**config.mk**
```make
export PLATFORM = sky130hd
export DESIGN_NAME = alu_req_arbiter
export DESIGN_NICKNAME = d
export VERILOG_FILES = /design/src/rtl/alu_req_arbiter.sv
export SDC_FILE = /design/constraint.sdc
export NUM_CORES = 1
export LEC_CHECK = 0
export CORE_MARGIN = 2
export CORE_UTILIZATION = 44
export CTS_CLUSTER_SIZE = 40
export DETAILED_ROUTE_END_ITERATION = 12
export GPL_ROUTABILITY_DRIVEN = 0
export HOLD_SLACK_MARGIN = 0.1
export MAX_ROUTING_LAYER = met4
export PLACE_DENSITY = 0.85
export SYNTH_ARGS = -nofsm -noshare
export SYNTH_HDL_FRONTEND = slang
export SYNTH_SLANG_ARGS = --single-unit
```
**constraint.sdc**
```tcl
create_clock -name clk -period 3.7 [get_ports clk]
set_input_delay 1.11 -clock clk [delete_from_list [all_inputs] [get_ports clk]]
set_output_delay 1.11 -clock clk [all_outputs]
set_load 0.01 [all_outputs]
```
**src/rtl/alu_req_arbiter.sv**
```systemverilog
// alu_req_arbiter: round-robin arbiter/sequencer sharing one tinyalu among N_REQ requesters
module alu_req_arbiter #(
  parameter int N_REQ   = 2,
  parameter int TIMEOUT = 15
) (
  input  logic                     clk,
  input  logic                     reset_n,
  input  logic [N_REQ-1:0]         req_valid,
  output logic [N_REQ-1:0]         req_ready,
  input  logic [N_REQ*4-1:0]       req_op,
  input  logic [N_REQ*8-1:0]       req_a,
  input  logic [N_REQ*8-1:0]       req_b,
  output logic [N_REQ-1:0]         rsp_valid,
  output logic [15:0]              rsp_result,
  output logic                     rsp_error,
  output logic                     rsp_timeout,
  output logic                     alu_start,
  output logic [3:0]               alu_op,
  output logic [7:0]               alu_a,
  output logic [7:0]               alu_b,
  input  logic                     alu_done,
  input  logic [15:0]              alu_result,
  input  logic                     alu_error,
  output logic                     busy,
  output logic [$clog2(N_REQ)-1:0] grant_id
);
  localparam int GW = $clog2(N_REQ);
  localparam int WW = TIMEOUT > 0 ? $clog2(TIMEOUT + 1) : 1;
  localparam logic [WW-1:0] WLIM = WW'(TIMEOUT > 0 ? TIMEOUT - 1 : 0);
  localparam logic [3:0] OP_NOP  = 4'h0;
  localparam logic [3:0] OP_NOP1 = 4'h5;
  localparam logic [3:0] OP_RST  = 4'h7;
  typedef enum logic [1:0] {IDLE, ISSUE, WAIT, RESP} state_t;
  state_t state, state_nx;
  logic [GW-1:0] last_grant, pick, idx;
  logic          any, accept, nop_op, err_nx, to_nx;
  logic [3:0]    op_q;
  logic [7:0]    a_q, b_q;
  logic [15:0]   res_nx;
  logic [WW-1:0] wdog;
  // round-robin search from last_grant+1; descending loop so the nearest requester wins
  always_comb begin
    pick = '0;
    any  = 1'b0;
    idx  = '0;
    for (int k = N_REQ; k >= 1; k--) begin
      idx = GW'((int'(last_grant) + k) % N_REQ);
      if (req_valid[idx]) begin
        pick = idx;
        any  = 1'b1;
      end
    end
  end
  // accept only in IDLE and never while reset is asserted, so no handshake can be lost
  assign req_ready = (state == IDLE && !reset_n && any) ? N_REQ'(1) << pick : '0;
  assign accept    = |(req_valid & req_ready);
  assign rsp_valid = state == RESP ? N_REQ'(1) << grant_id : '0;
  assign busy      = state != IDLE;
  assign nop_op    = op_q == OP_NOP || op_q == OP_NOP1 || op_q == OP_RST;
  // ALU drive plus next-state and response-flag selection
  always_comb begin
    state_nx  = state;
    res_nx    = rsp_result;
    err_nx    = rsp_error;
    to_nx     = rsp_timeout;
    alu_start = state == WAIT || (state == ISSUE && !nop_op && !alu_error);
    alu_op    = (state == ISSUE || state == WAIT) ? op_q : OP_NOP;
    alu_a     = (state == ISSUE || state == WAIT) ? a_q : 8'h00;
    alu_b     = (state == ISSUE || state == WAIT) ? b_q : 8'h00;
    case (state)
      IDLE: if (accept) begin
        state_nx = ISSUE;
        res_nx   = '0;
        err_nx   = 1'b0;
        to_nx    = 1'b0;
      end
      ISSUE: begin
        state_nx = alu_start ? WAIT : RESP;
        err_nx   = !nop_op && alu_error;
      end
      WAIT: if (alu_done) begin
        state_nx = RESP;
        res_nx   = alu_result;
      end else if (TIMEOUT != 0 && wdog == WLIM) begin
        state_nx = RESP;
        to_nx    = 1'b1;
      end
      default: state_nx = IDLE;
    endcase
  end
  // state, operand latch, watchdog and response registers
  always_ff @(posedge clk) begin
    if (reset_n) begin
      state       <= IDLE;
      rsp_result  <= '0;
      rsp_error   <= 1'b0;
      rsp_timeout <= 1'b0;
      grant_id    <= '0;
      last_grant  <= GW'(N_REQ - 1);
      wdog        <= '0;
      op_q        <= OP_NOP;
      a_q         <= '0;
      b_q         <= '0;
    end else begin
      state       <= state_nx;
      rsp_result  <= res_nx;
      rsp_error   <= err_nx;
      rsp_timeout <= to_nx;
      wdog        <= state == WAIT ? wdog + 1'b1 : '0;
      if (accept) begin
        grant_id <= pick;
        op_q     <= req_op[4*int'(pick) +: 4];
        a_q      <= req_a[8*int'(pick) +: 8];
        b_q      <= req_b[8*int'(pick) +: 8];
      end
      if (state == RESP) last_grant <= grant_id;
    end
  end
endmodule

```
==> impl_metrics.py <==
metrics = {
    "synth": {
        "yosysTopAreaCell": "dfxtp_1",
        "synth_compound_area_share_pct": 16.8,
        "syn_inst": 248,
        "yosysTopAreaCellShare_pct": 40.6,
        "synth-seq-cells": 46,
        "ys_top_cells_by_area": "dfxtp_1 (41%), mux2i_1 (9.3%), and2_1 (5.8%), nor2_1 (4.6%), a31o_1 (4.6%)",
        "synth_top_family_by_area": "simple AND/OR/NAND/NOR gates",
        "ys_seq_area_share_pct": 40.6,
        "async_flop_share_pct": 0,
        "synth-main-ff-cell": "dfxtp_1",
        "synth_xor_area_share_pct": 0.772,
        "netlist_area_mm2": 0.00227,
        "synthSimpleGateAreaFrac_pct": 21.6,
        "ys_warn_count": 0,
        "synth_edf_count": 0,
        "syn_area_per_cell_um2": 9.15,
        "synth_cell_types": 35,
        "synth-adder-area-share_pct": 3.31,
        "synth_fp_nets": 316,
        "synth_mux_area_share_pct": 9.27,
    },
    "clocking": {
        "cts_buffers": 5,
        "cts-root-buf": "clkbuf_8",
        "post_cts_buffers": 0,
        "clock_latency_ns": 0.30,
        "clockBufferDepth": 2,
        "cts_tree": "built",
        "cts.sink_count": 46,
        "h-tree-depth": 2,
        "clk_pin_slew_ns": 0.08,
        "cts_hold_buf": 0,
    },
    "timing": {
        "period_needed_ns": 3.52,
        "fmaxAchievable_ghz": 0.284,
        "period_share_pct": 95.0,
        "worst_pin_slew_ns": 0.688,
        "hold_violations": 0,
        "slew_headroom_pct": 54.1,
        "rsz0062_at_grt": "false",
        "drv_slew": 0,
        "fin_worst_skew_ns": 0.00716,
        "whs_ns": 0.468,
        "setup_viol": 0,
    },
    "min_path": {
        "hold_class": "flop to flop",
    },
    "grt": {
        "gr-total-overflow": 0,
        "grt_max_degree": 44,
        "antenna_found_initial": 0,
        "grt_pass1_vias": 1910,
        "grt_pass1_wl_mm": 8.54,
        "grt_util_all_layers_pct": 20.2,
    },
    "setup_path": {
        "endpoint_kind": "output port",
        "crit_chain": "clkdlybuf4s50_1, o21bai_4, or2_1, nor2_1, dlygate4sd2_1",
        "cpLargestDelayFamily": "buffers and inverters",
        "startpoint_type": "input pin",
        "path_max_fanout": 2,
        "worst-setup-path-type": "input pin to output port",
        "timing.critical_path.buf_inv": 2,
        "cpPeakStageDelay_ns": 0.56,
        "worstPathArrival_ns": 2.41,
        "slowest_stage": "clkdlybuf4s50_1",
        "cp.required_ns": 2.59,
    },
    "pwr": {
        "ir_drop_mv": 0.311,
        "p_per_area_mw_per_mm2": 530,
        "power.leakage_nw": 1.28,
    },
    "die": {
        "die_h_um": 75.8,
        "pin_count": 107,
        "num_rows": 26,
        "start_util_pct": 45.0,
        "die_x_um": 75.8,
        "fp.coreArea_mm2": 0.00504,
        "die_area_mm2": 0.00575,
    },
    "routing": {
        "wl_mm": 5.59,
        "drt-initial-drc-count": 73,
        "drc": 0,
        "ant_nets": 0,
        "vias": 2128,
        "drt-vias-per-instance": 5.07,
        "routedWlPerCell_um": 13.3,
        "drt_first_pass_iters": 4,
    },
    "flow_run": {
        "maxCapViolCount": 0,
    },
    "cells_and_area": {
        "fillers": 431,
        "fin_area_mm2": 0.00342,
        "num_antenna_cells": 0,
        "nNetsFinal": 417,
        "area_growth_pct": 50.9,
        "fin_cells": 420,
        "layout-drive-gt1-share_pct": 8.29,
    },
    "placed_design": {
        "dp_hpwl_mm": 4.14,
        "dpl_cell_area_mm2": 0.00333,
        "io_buffers": 106,
        "dpl.cell_count": 412,
    },
    "outcome": {
        "run_status": "completed",
    },
}
==> worst paths after layout <==
| kind | from | endpoint | slack, ns | cells after the start |
|---|---|---|---|---|
| setup / recovery | req_valid[0] | req_ready[0] | 0.18 | 5 |
| hold / removal | rsp_result[10]$_SDFFE_PP0P_ | rsp_result[10]$_SDFFE_PP0P_ | 0.47 | 2 |
| setup reg to reg | state[0]$_SDFFE_PP0P_ | rsp_result[0]$_SDFFE_PP0P_ | 1.79 | 8 |
| hold reg to reg | rsp_result[10]$_SDFFE_PP0P_ | rsp_result[10]$_SDFFE_PP0P_ | 0.47 | 2 |
==> synthesized netlist by cell type, types with 2 or more instances <==
library cell  instances
a21oi_1              19
a31o_2                9
dfxtp_1              46
a31o_1               12
inv_1                 8
nand2_1               5
and2_1               21
buf_6                 8
nor2_1               28
o211ai_1              2
nand3_1              18
mux2i_1              21
buf_2                 4
clkbuf_1              6
nand2b_1             16
ha_1                  6
==> logic make-up (layout without fill, tap and decap cells) <==
kind of cell / Yosys count / count (layout)
simple gates: 95 / 95
compound gates: 50 / 50
flops: 46 / 46
buf+inv: 28 / 130
mux: 21 / 21
fa+ha+maj: 6 / 6
xor+xnor: 2 / 2
==> power breakdown <==
part	internal, W	switching, W
registers	0.000588	0.0000549
logic	0.000433	0.000418
clock network	0.000150	0.000168
total	0.00117	0.000641
==> metrics by stage <==
step	power (W)	worst slack (ns)	util, %	setup TNS [ns]
global route	0.00194	0.0863	67.9	0
floorplan	0.00122	0.537	-	0
global placement	0.00150	-0.0683	66.0	-0.0977
detailed placement	0.00152	-0.101	66.0	-0.141
finish	0.00181	0.184	67.9	0
CTS	0.00184	0.165	67.9	0
==> registers in the layout, summed over array words and instances (netlist names), 2 cells and up <==
name and count:
op_q 4, rsp_result 16, a_q 8, wdog 4, b_q 8, state 2
==> final cells by class <==
type / count / area, um2 / area share, %
Inverter: 9 / 33.8 / 0.987
Tap cell: 70 / 87.6 / 2.56
Multi-Input combinational cell: 174 / 1170 / 34.3
Clock buffer: 6 / 82.6 / 2.41
Sequential cell: 46 / 921 / 26.9
Clock inverter: 2 / 12.5 / 0.366
Timing Repair Buffer: 113 / 1110 / 32.5
==> routing by layer <==
metal | wire length (um) | vias up | track usage (%)
met5 | 0 | - | -
met4 | 102 | 0 | 7.60
met3 | 612 | 10 | 8.07
met2 | 2530 | 91 | 32.2
met1 | 2340 | 981 | 22.8
li1 | - | 1046 | -
==> tightest hold or removal path: stages (launching register included) <==
cell      delay [ns]
dfxtp_1         0.32
nand2b_1        0.06
a21oi_1         0.05
==> layout by cell type (no fill, tap or decap), types with 2 or more instances in the layout <==
cell and count:
and2_1 21, clkdlybuf4s50_1 104, nor2_1 28, clkbuf_8 6, inv_1 8, dlygate4sd2_1 2, mux2i_1 21, dfxtp_1 46
o211ai_1 2, buf_4 7, nand2_1 5, a21oi_1 19, ha_1 6, a31o_1 12, nand3_1 18, nand2b_1 16
a31o_2 9
==> repair_timing <==
action	4_1_cts	5_1_grt
setup endpoints to repair	2	0
gates resized for setup	2	0
endpoints found under the hold margin	0	0
No activity file was read; power rests on OpenSTA's default activity.
